### src/rtl/karatsuba_pkg.sv
// Shared definitions for the sequential Karatsuba carry-less multiplier:
// FSM state encoding, product-width helper and the default field polynomial.
package karatsuba_pkg;

  typedef enum logic [2:0] {
    ST_IDLE    = 3'd0,
    ST_MUL_H   = 3'd1,
    ST_MUL_L   = 3'd2,
    ST_MUL_M   = 3'd3,
    ST_COMBINE = 3'd4,
    ST_REDUCE  = 3'd5,
    ST_DONE    = 3'd6
  } state_t;

  // x^8 + x^4 + x^3 + x + 1 with the x^8 term implicit
  localparam logic [7:0] DEFAULT_POLY = 8'h1B;

  function automatic int clmul_width(input int n);
    return 2 * n - 1;
  endfunction

endpackage

### src/rtl/karatsuba_clmul_seq_clmul_comb.sv
// Purely combinational N x N carry-less (GF(2)) multiplier, 2N-1 bit product.
module clmul_comb
  import karatsuba_pkg::*;
#(
  parameter int N = 4
) (
  input  logic [N-1:0]                a_i,
  input  logic [N-1:0]                b_i,
  output logic [clmul_width(N)-1:0]   p_o
);

  always_comb begin
    p_o = '0;
    for (int i = 0; i < N; i++) begin
      if (b_i[i]) begin
        p_o = p_o ^ ({{(N-1){1'b0}}, a_i} << i);
      end
    end
  end

endmodule

### src/rtl/karatsuba_clmul_seq.sv
// Sequential Karatsuba carry-less multiplier: one shared half-width multiplier
// produces C1/C4/C5 over three cycles, then optional bit-serial field reduction.
module karatsuba_clmul_seq
  import karatsuba_pkg::*;
#(
  parameter int           W    = 8,
  parameter logic [W-1:0] POLY = W'(DEFAULT_POLY)
) (
  input  logic             clk,
  input  logic             rst_n,
  input  logic             in_valid,
  output logic             in_ready,
  input  logic [W-1:0]     in_a,
  input  logic [W-1:0]     in_b,
  input  logic             in_mode,
  output logic             out_valid,
  input  logic             out_ready,
  output logic [2*W-2:0]   out_data,
  output logic             busy
);

  localparam int H  = W / 2;
  localparam int CW = clmul_width(H);
  localparam int PW = 2 * W - 1;
  localparam int KW = $clog2(W);

  state_t          state_q;
  logic [W-1:0]    a_q, b_q;
  logic            mode_q;
  logic [CW-1:0]   c1_q, c4_q, c5_q;
  logic [PW-1:0]   p_q;
  logic [KW-1:0]   k_q;
  logic            busy_q, out_valid_q;

  logic [H-1:0]    mul_a, mul_b;
  logic [CW-1:0]   mul_p;
  logic [CW-1:0]   c6;
  logic [PW-1:0]   p_d;
  logic [PW-1:0]   top_mask, red_base, p_red_d;
  logic [KW-1:0]   shamt;

  // One multiplier, operands steered by which sub-product is being formed
  always_comb begin
    mul_a = a_q[W-1:H];
    mul_b = b_q[W-1:H];
    case (state_q)
      ST_MUL_L: begin
        mul_a = a_q[H-1:0];
        mul_b = b_q[H-1:0];
      end
      ST_MUL_M: begin
        mul_a = a_q[W-1:H] ^ a_q[H-1:0];
        mul_b = b_q[W-1:H] ^ b_q[H-1:0];
      end
      default: ;
    endcase
  end

  clmul_comb #(.N(H)) u_mul (
    .a_i (mul_a),
    .b_i (mul_b),
    .p_o (mul_p)
  );

  always_comb begin
    c6  = c5_q ^ c1_q ^ c4_q;
    p_d = {c1_q, {W{1'b0}}}
        ^ {{H{1'b0}}, c6, {H{1'b0}}}
        ^ {{W{1'b0}}, c4_q};
  end

  // Step k clears bit 2W-2-k by folding {1,POLY} aligned under it
  always_comb begin
    top_mask = {1'b1, {(PW-1){1'b0}}} >> k_q;
    red_base = {{(W-2){1'b0}}, 1'b1, POLY};
    shamt    = KW'(W - 2) - k_q;
    p_red_d  = p_q;
    if (|(p_q & top_mask)) begin
      p_red_d = p_q ^ (red_base << shamt);
    end
  end

  always_ff @(posedge clk) begin
    if (!rst_n) begin
      state_q     <= ST_IDLE;
      a_q         <= '0;
      b_q         <= '0;
      mode_q      <= 1'b0;
      c1_q        <= '0;
      c4_q        <= '0;
      c5_q        <= '0;
      p_q         <= '0;
      k_q         <= '0;
      busy_q      <= 1'b0;
      out_valid_q <= 1'b0;
    end else begin
      case (state_q)
        ST_IDLE: begin
          if (in_valid) begin
            a_q     <= in_a;
            b_q     <= in_b;
            mode_q  <= in_mode;
            busy_q  <= 1'b1;
            state_q <= ST_MUL_H;
          end
        end
        ST_MUL_H: begin
          c1_q    <= mul_p;
          state_q <= ST_MUL_L;
        end
        ST_MUL_L: begin
          c4_q    <= mul_p;
          state_q <= ST_MUL_M;
        end
        ST_MUL_M: begin
          c5_q    <= mul_p;
          state_q <= ST_COMBINE;
        end
        ST_COMBINE: begin
          p_q <= p_d;
          k_q <= '0;
          if (mode_q) begin
            state_q <= ST_REDUCE;
          end else begin
            state_q     <= ST_DONE;
            out_valid_q <= 1'b1;
          end
        end
        ST_REDUCE: begin
          p_q <= p_red_d;
          k_q <= k_q + KW'(1);
          if (k_q == KW'(W - 2)) begin
            state_q     <= ST_DONE;
            out_valid_q <= 1'b1;
          end
        end
        ST_DONE: begin
          if (out_ready) begin
            state_q     <= ST_IDLE;
            out_valid_q <= 1'b0;
            busy_q      <= 1'b0;
          end
        end
        default: state_q <= ST_IDLE;
      endcase
    end
  end

  assign in_ready  = (state_q == ST_IDLE) && rst_n;
  assign out_valid = out_valid_q;
  assign out_data  = p_q;
  assign busy      = busy_q;

endmodule

### config.mk
export PLATFORM = sky130hd
export DESIGN_NAME = karatsuba_clmul_seq
export DESIGN_NICKNAME = d
export VERILOG_FILES = /design/src/rtl/karatsuba_pkg.sv /design/src/rtl/karatsuba_clmul_seq_clmul_comb.sv /design/src/rtl/karatsuba_clmul_seq.sv
export SDC_FILE = /design/constraint.sdc
export NUM_CORES = 1
export LEC_CHECK = 0
export ABC_CLOCK_PERIOD_IN_PS = 2900
export BUFFER_PORTS_ARGS = -buffer_cell sky130_fd_sc_hd__buf_2
export CAP_MARGIN = 40
export CORE_ASPECT_RATIO = 1.2
export CORE_UTILIZATION = 55
export CTS_BUF_LIST = sky130_fd_sc_hd__clkbuf_4
export DETAILED_ROUTE_END_ITERATION = 12
export PLACE_DENSITY_LB_ADDON = 0.1
export SLEW_MARGIN = 30
export SYNTH_ARGS = -nofsm -noshare
export SYNTH_HDL_FRONTEND = slang
export SYNTH_SLANG_ARGS = --single-unit
### constraint.sdc
create_clock -name clk -period 2.9 [get_ports clk]
set_input_delay 0.58 -clock clk [delete_from_list [all_inputs] [get_ports clk]]
set_output_delay 0.58 -clock clk [all_outputs]
set_load 0.02 [all_outputs]
==> qor.yml <==
drt:
  wl_per_cell_um: 14.4
  route.antenna.remaining_nets: 0
  via_per_inst: 5.69
  dr.first_iter.drc_count: 154
  dr.pass1.iters: 5
  post-route-drc-count: 0
  wire_length_after_detailed_routing_mm: 7.94
  vias: 3148
clocking:
  postCtsHoldBufs: 0
  cts_post_setup_buffers_inserted: 0
  cts_resized: 0
  cts.sinks: 61
  clock_root_buffer: "sky130_fd_sc_hd__clkbuf_4"
  worst_setup_hold_path_clk_slew_ns: 0.11
  cts_buffers: 9
  tritoncts: "done"
  clockBufferDepth: 2
  clock_insertion_delay_worst_skew_ns: 0.41
  ctsHtreeMaxLevel: 3
placed_design:
  placed_cells_incl_taps: 536
  portBuffers: 38
  place_congestion: 0.945
  dp_hpwl_mm: 5.54
  dp_worst_setup_slack_ns: 0.425
pwr:
  p_leak_nw: 1.40
  power_density_nw_per_um2: 526
  design_power_total_mw: 1.94
  worst_ir_drop_vdd_uv: 333
finish:
  fin_nets: 497
  diodes: 0
  instances_no_fill: 553
  syn_to_final_growth_pct: 10.3
  drive_gt1_share_pct: 15.9
grt:
  overflow: 0
  grt_util_met1_pct: 31.7
  track_usage_pct: 26.3
  antenna_found_initial: 0
  use_met3_pct: 3.47
  grt-busiest-layer: "met2"
  first_global_vias: 2675
  global_route_wire_length_before_repair_mm: 12.9
  global_route.usage.met2_pct: 44.5
  grt_start_max_net_pins: 46
synthesis:
  synthesis.area_sq_um: 3350
  synthArstFlopShare_pct: 0
  ys_warn_count: 0
  synth_sequential_area_ratio_pct: 36.4
  synth_nets: 468
  netlist_top_cells_area: "sky130_fd_sc_hd__dfxtp_1 36%, sky130_fd_sc_hd__a21oi_1 8.8%, sky130_fd_sc_hd__nand2_1 8.6%, sky130_fd_sc_hd__xnor2_1 4.4%, sky130_fd_sc_hd__o21ai_0 3.6%"
  number_of_distinct_library_cell_variants_in_the_gate_level_netlist_after_synthesis: 48
  synth_cells: 439
  yosys_register_bits: 61
  post_synth.cell_area_avg_sq_um: 7.63
  synth_enable_flop_cells: 0
  post-synth-top-area-cell: "sky130_fd_sc_hd__dfxtp_1"
  ys_dominant_reg_cell: "sky130_fd_sc_hd__dfxtp_1"
  yosys.area.top_type_share_pct: 36.4
status:
  run_status: "complete, no violations"
die:
  rows: 30
  fp.dieW_um: 73.3
  starting_density_of_the_core_pct: 58.0
  design.die.area_sq_um: 6410
  die_h_um: 87.5
  placeableCoreArea_sq_um: 5780
  io_pins: 39
worst_setup_path:
  timing.critical_path.slowest_cell_delay_ns: 0.58
  worst_setup_path_end_kind: "flip-flop"
  worst-r2r-cell-count: 9
  cp_cell_sequence: "inv_1 -> ha_1 -> a222oi_1 -> mux2i_1 -> o21ai_1 -> buf_4 -> a21oi_1 -> o22ai_1 -> and2_1"
  critPathRequiredTime_ns: 3.27
  worstPathArrival_ns: 2.89
  timing.rr.end: "out_data[6]"
  worst-setup-path-type: "flip-flop to flip-flop"
  crit_path_start_kind: "flip-flop"
  cp_slowest_cell: "sky130_fd_sc_hd__dfxtp_1"
  rrSetupSlack_ns: 0.38
  crit-reg2reg-launch: "k_q[0]"
  crit_fanout: 14
timing:
  post-route-period-util_pct: 86.9
  period_minus_slack_ns: 2.52
  achievable-frequency_mhz: 397
  final.setup.tns_ns: 0
  grt_setup_unrepaired: "no"
  worst_slew_margin_rel_pct: 53.3
  post_route_worst_setup_slack_ns: 0.379
  timing.final.hold_violations: 0
  final.setup_skew_ns: 0.0123
  worst_slew_pin_slew_ns: 0.696
  final_max_slew_viol_count: 0
  setup_viol: 0
min_path:
  hold_path_end: "b_q[2]"
  worstHoldPathCells: 3
  classification_of_the_worst_slack_hold_path: "input pin to flip-flop"
  worstHoldStart: "in_b[2]"
flow_run:
  cap_viol_max_count: 0
[cells in the mapped netlist, drive strengths merged (6+ instances only)]
master / n
nor2: 32
and2: 8
dfxtp: 61
a21oi: 60
mux2i: 6
a211oi: 9
ha: 8
nor3: 13
o22ai: 11
o21ai: 25
inv: 10
nand2: 77
nand3: 7
clkbuf: 26
xnor2: 17
or2: 6
[registers in the layout, indices dropped and copies added (netlist names)]
register,cells
out_data,15
a_q,8
b_q,8
c1_q,7
c4_q,7
c5_q,7
k_q,3
state_q,3
busy,1
mode_q,1
out_valid,1
[worst max-delay path by stage]
stage / to / depth (start not counted) / slack, ns / startpoint
after floorplan: out_data[7] / 10 / 0.33 / k_q[0]
after global placement: c5_q[3] / 6 / 0.50 / state_q[2]
after detailed placement: out_data[6] / 9 / 0.43 / k_q[0]
after CTS: out_data[6] / 9 / 0.39 / k_q[0]
after global routing: out_data[8] / 9 / 0.18 / k_q[0]
final: out_data[6] / 9 / 0.38 / k_q[0]
[metrics by stage]
step	utilization (%)	hold slack (ns)	area, sq um
floorplan	-	0.446	3350
global placement	62.0	0.455	3590
detailed placement	62.0	0.456	3590
CTS	63.9	0.374	3690
global route	63.9	0.373	3700
finish	63.9	0.388	3700
[cells by family after synthesis]
kind of cell    after synthesis  synth area share (%)
compound gates              142                  26.2
xor+xnor                     22                  6.16
fa+ha+maj                     8                  2.99
buf+inv                      41                  5.15
flops                        61                  36.4
mux                           6                  1.79
simple gates                159                  21.2
[metal layers]
layer  vias to the layer above  wire length, um
met1                      1449             3470
li1                       1593                -
met3                        15              382
met5                         -                0
met2                        91             3900
met4                         0              191
[power by group]
group | switching, mW | leakage [nW] | internal (mW) | total (mW)
combinational | 0.296 | 0.841 | 0.199 | 0.495
sequential | 0.0576 | 0.495 | 0.899 | 0.957
clock | 0.316 | 0.0610 | 0.176 | 0.492
total | 0.670 | 1.40 | 1.27 | 1.94
[cell type report]
cell class	count	area (sq um)
well taps	80	100
multi-input cells	337	1960
inverters	10	37.5
flip-flops and latches	61	1220
fillers	552	2080
clock inverters	6	30.0
clock buffers	10	75.1
repair buffers	49	270
[critical path: cells and delay by family, from the launching register on]
kind	cells	cell delay [ns]
flip-flops	1	0.58
AO/OA/AOI/OAI	4	0.86
adder cells (fa/ha/maj)	1	0.34
AND/OR/NAND/NOR	1	0.13
buffers and inverters	2	0.43
multiplexers	1	0.14
[cells in the final DEF (no fill, tap or decap), types with 2 or more instances in the layout]
master	Yosys	final
sky130_fd_sc_hd__xnor2_1	17	17
sky130_fd_sc_hd__mux2i_1	6	6
sky130_fd_sc_hd__a32o_1	4	4
sky130_fd_sc_hd__inv_1	9	9
sky130_fd_sc_hd__nor3_1	13	12
sky130_fd_sc_hd__clkbuf_4	0	10
sky130_fd_sc_hd__buf_2	3	39
sky130_fd_sc_hd__ha_1	8	8
sky130_fd_sc_hd__nor2b_1	4	4
sky130_fd_sc_hd__a311oi_1	2	2
sky130_fd_sc_hd__a211o_1	2	2
sky130_fd_sc_hd__o211a_1	2	2
sky130_fd_sc_hd__o211ai_1	2	2
sky130_fd_sc_hd__dfxtp_1	61	61
sky130_fd_sc_hd__xor2_1	4	4
sky130_fd_sc_hd__buf_4	0	10
sky130_fd_sc_hd__o22ai_1	11	11
sky130_fd_sc_hd__a211oi_1	9	9
sky130_fd_sc_hd__a222oi_1	2	2
sky130_fd_sc_hd__or2_2	5	5
sky130_fd_sc_hd__o21a_1	2	2
sky130_fd_sc_hd__and2_1	7	7
sky130_fd_sc_hd__nand3b_1	3	3
sky130_fd_sc_hd__a21boi_0	5	5
sky130_fd_sc_hd__nand3_1	7	7
sky130_fd_sc_hd__o31ai_1	3	3
sky130_fd_sc_hd__clkinv_2	0	3
sky130_fd_sc_hd__nand2b_1	5	5
sky130_fd_sc_hd__a21o_1	3	3
sky130_fd_sc_hd__nand2_1	77	77
sky130_fd_sc_hd__o21ai_0	24	24
sky130_fd_sc_hd__a22oi_1	2	2
sky130_fd_sc_hd__a21oi_1	59	59
sky130_fd_sc_hd__clkinv_1	0	2
sky130_fd_sc_hd__nor2_1	31	31
sky130_fd_sc_hd__a31oi_1	5	5
(Power assumes the default switching activity.)
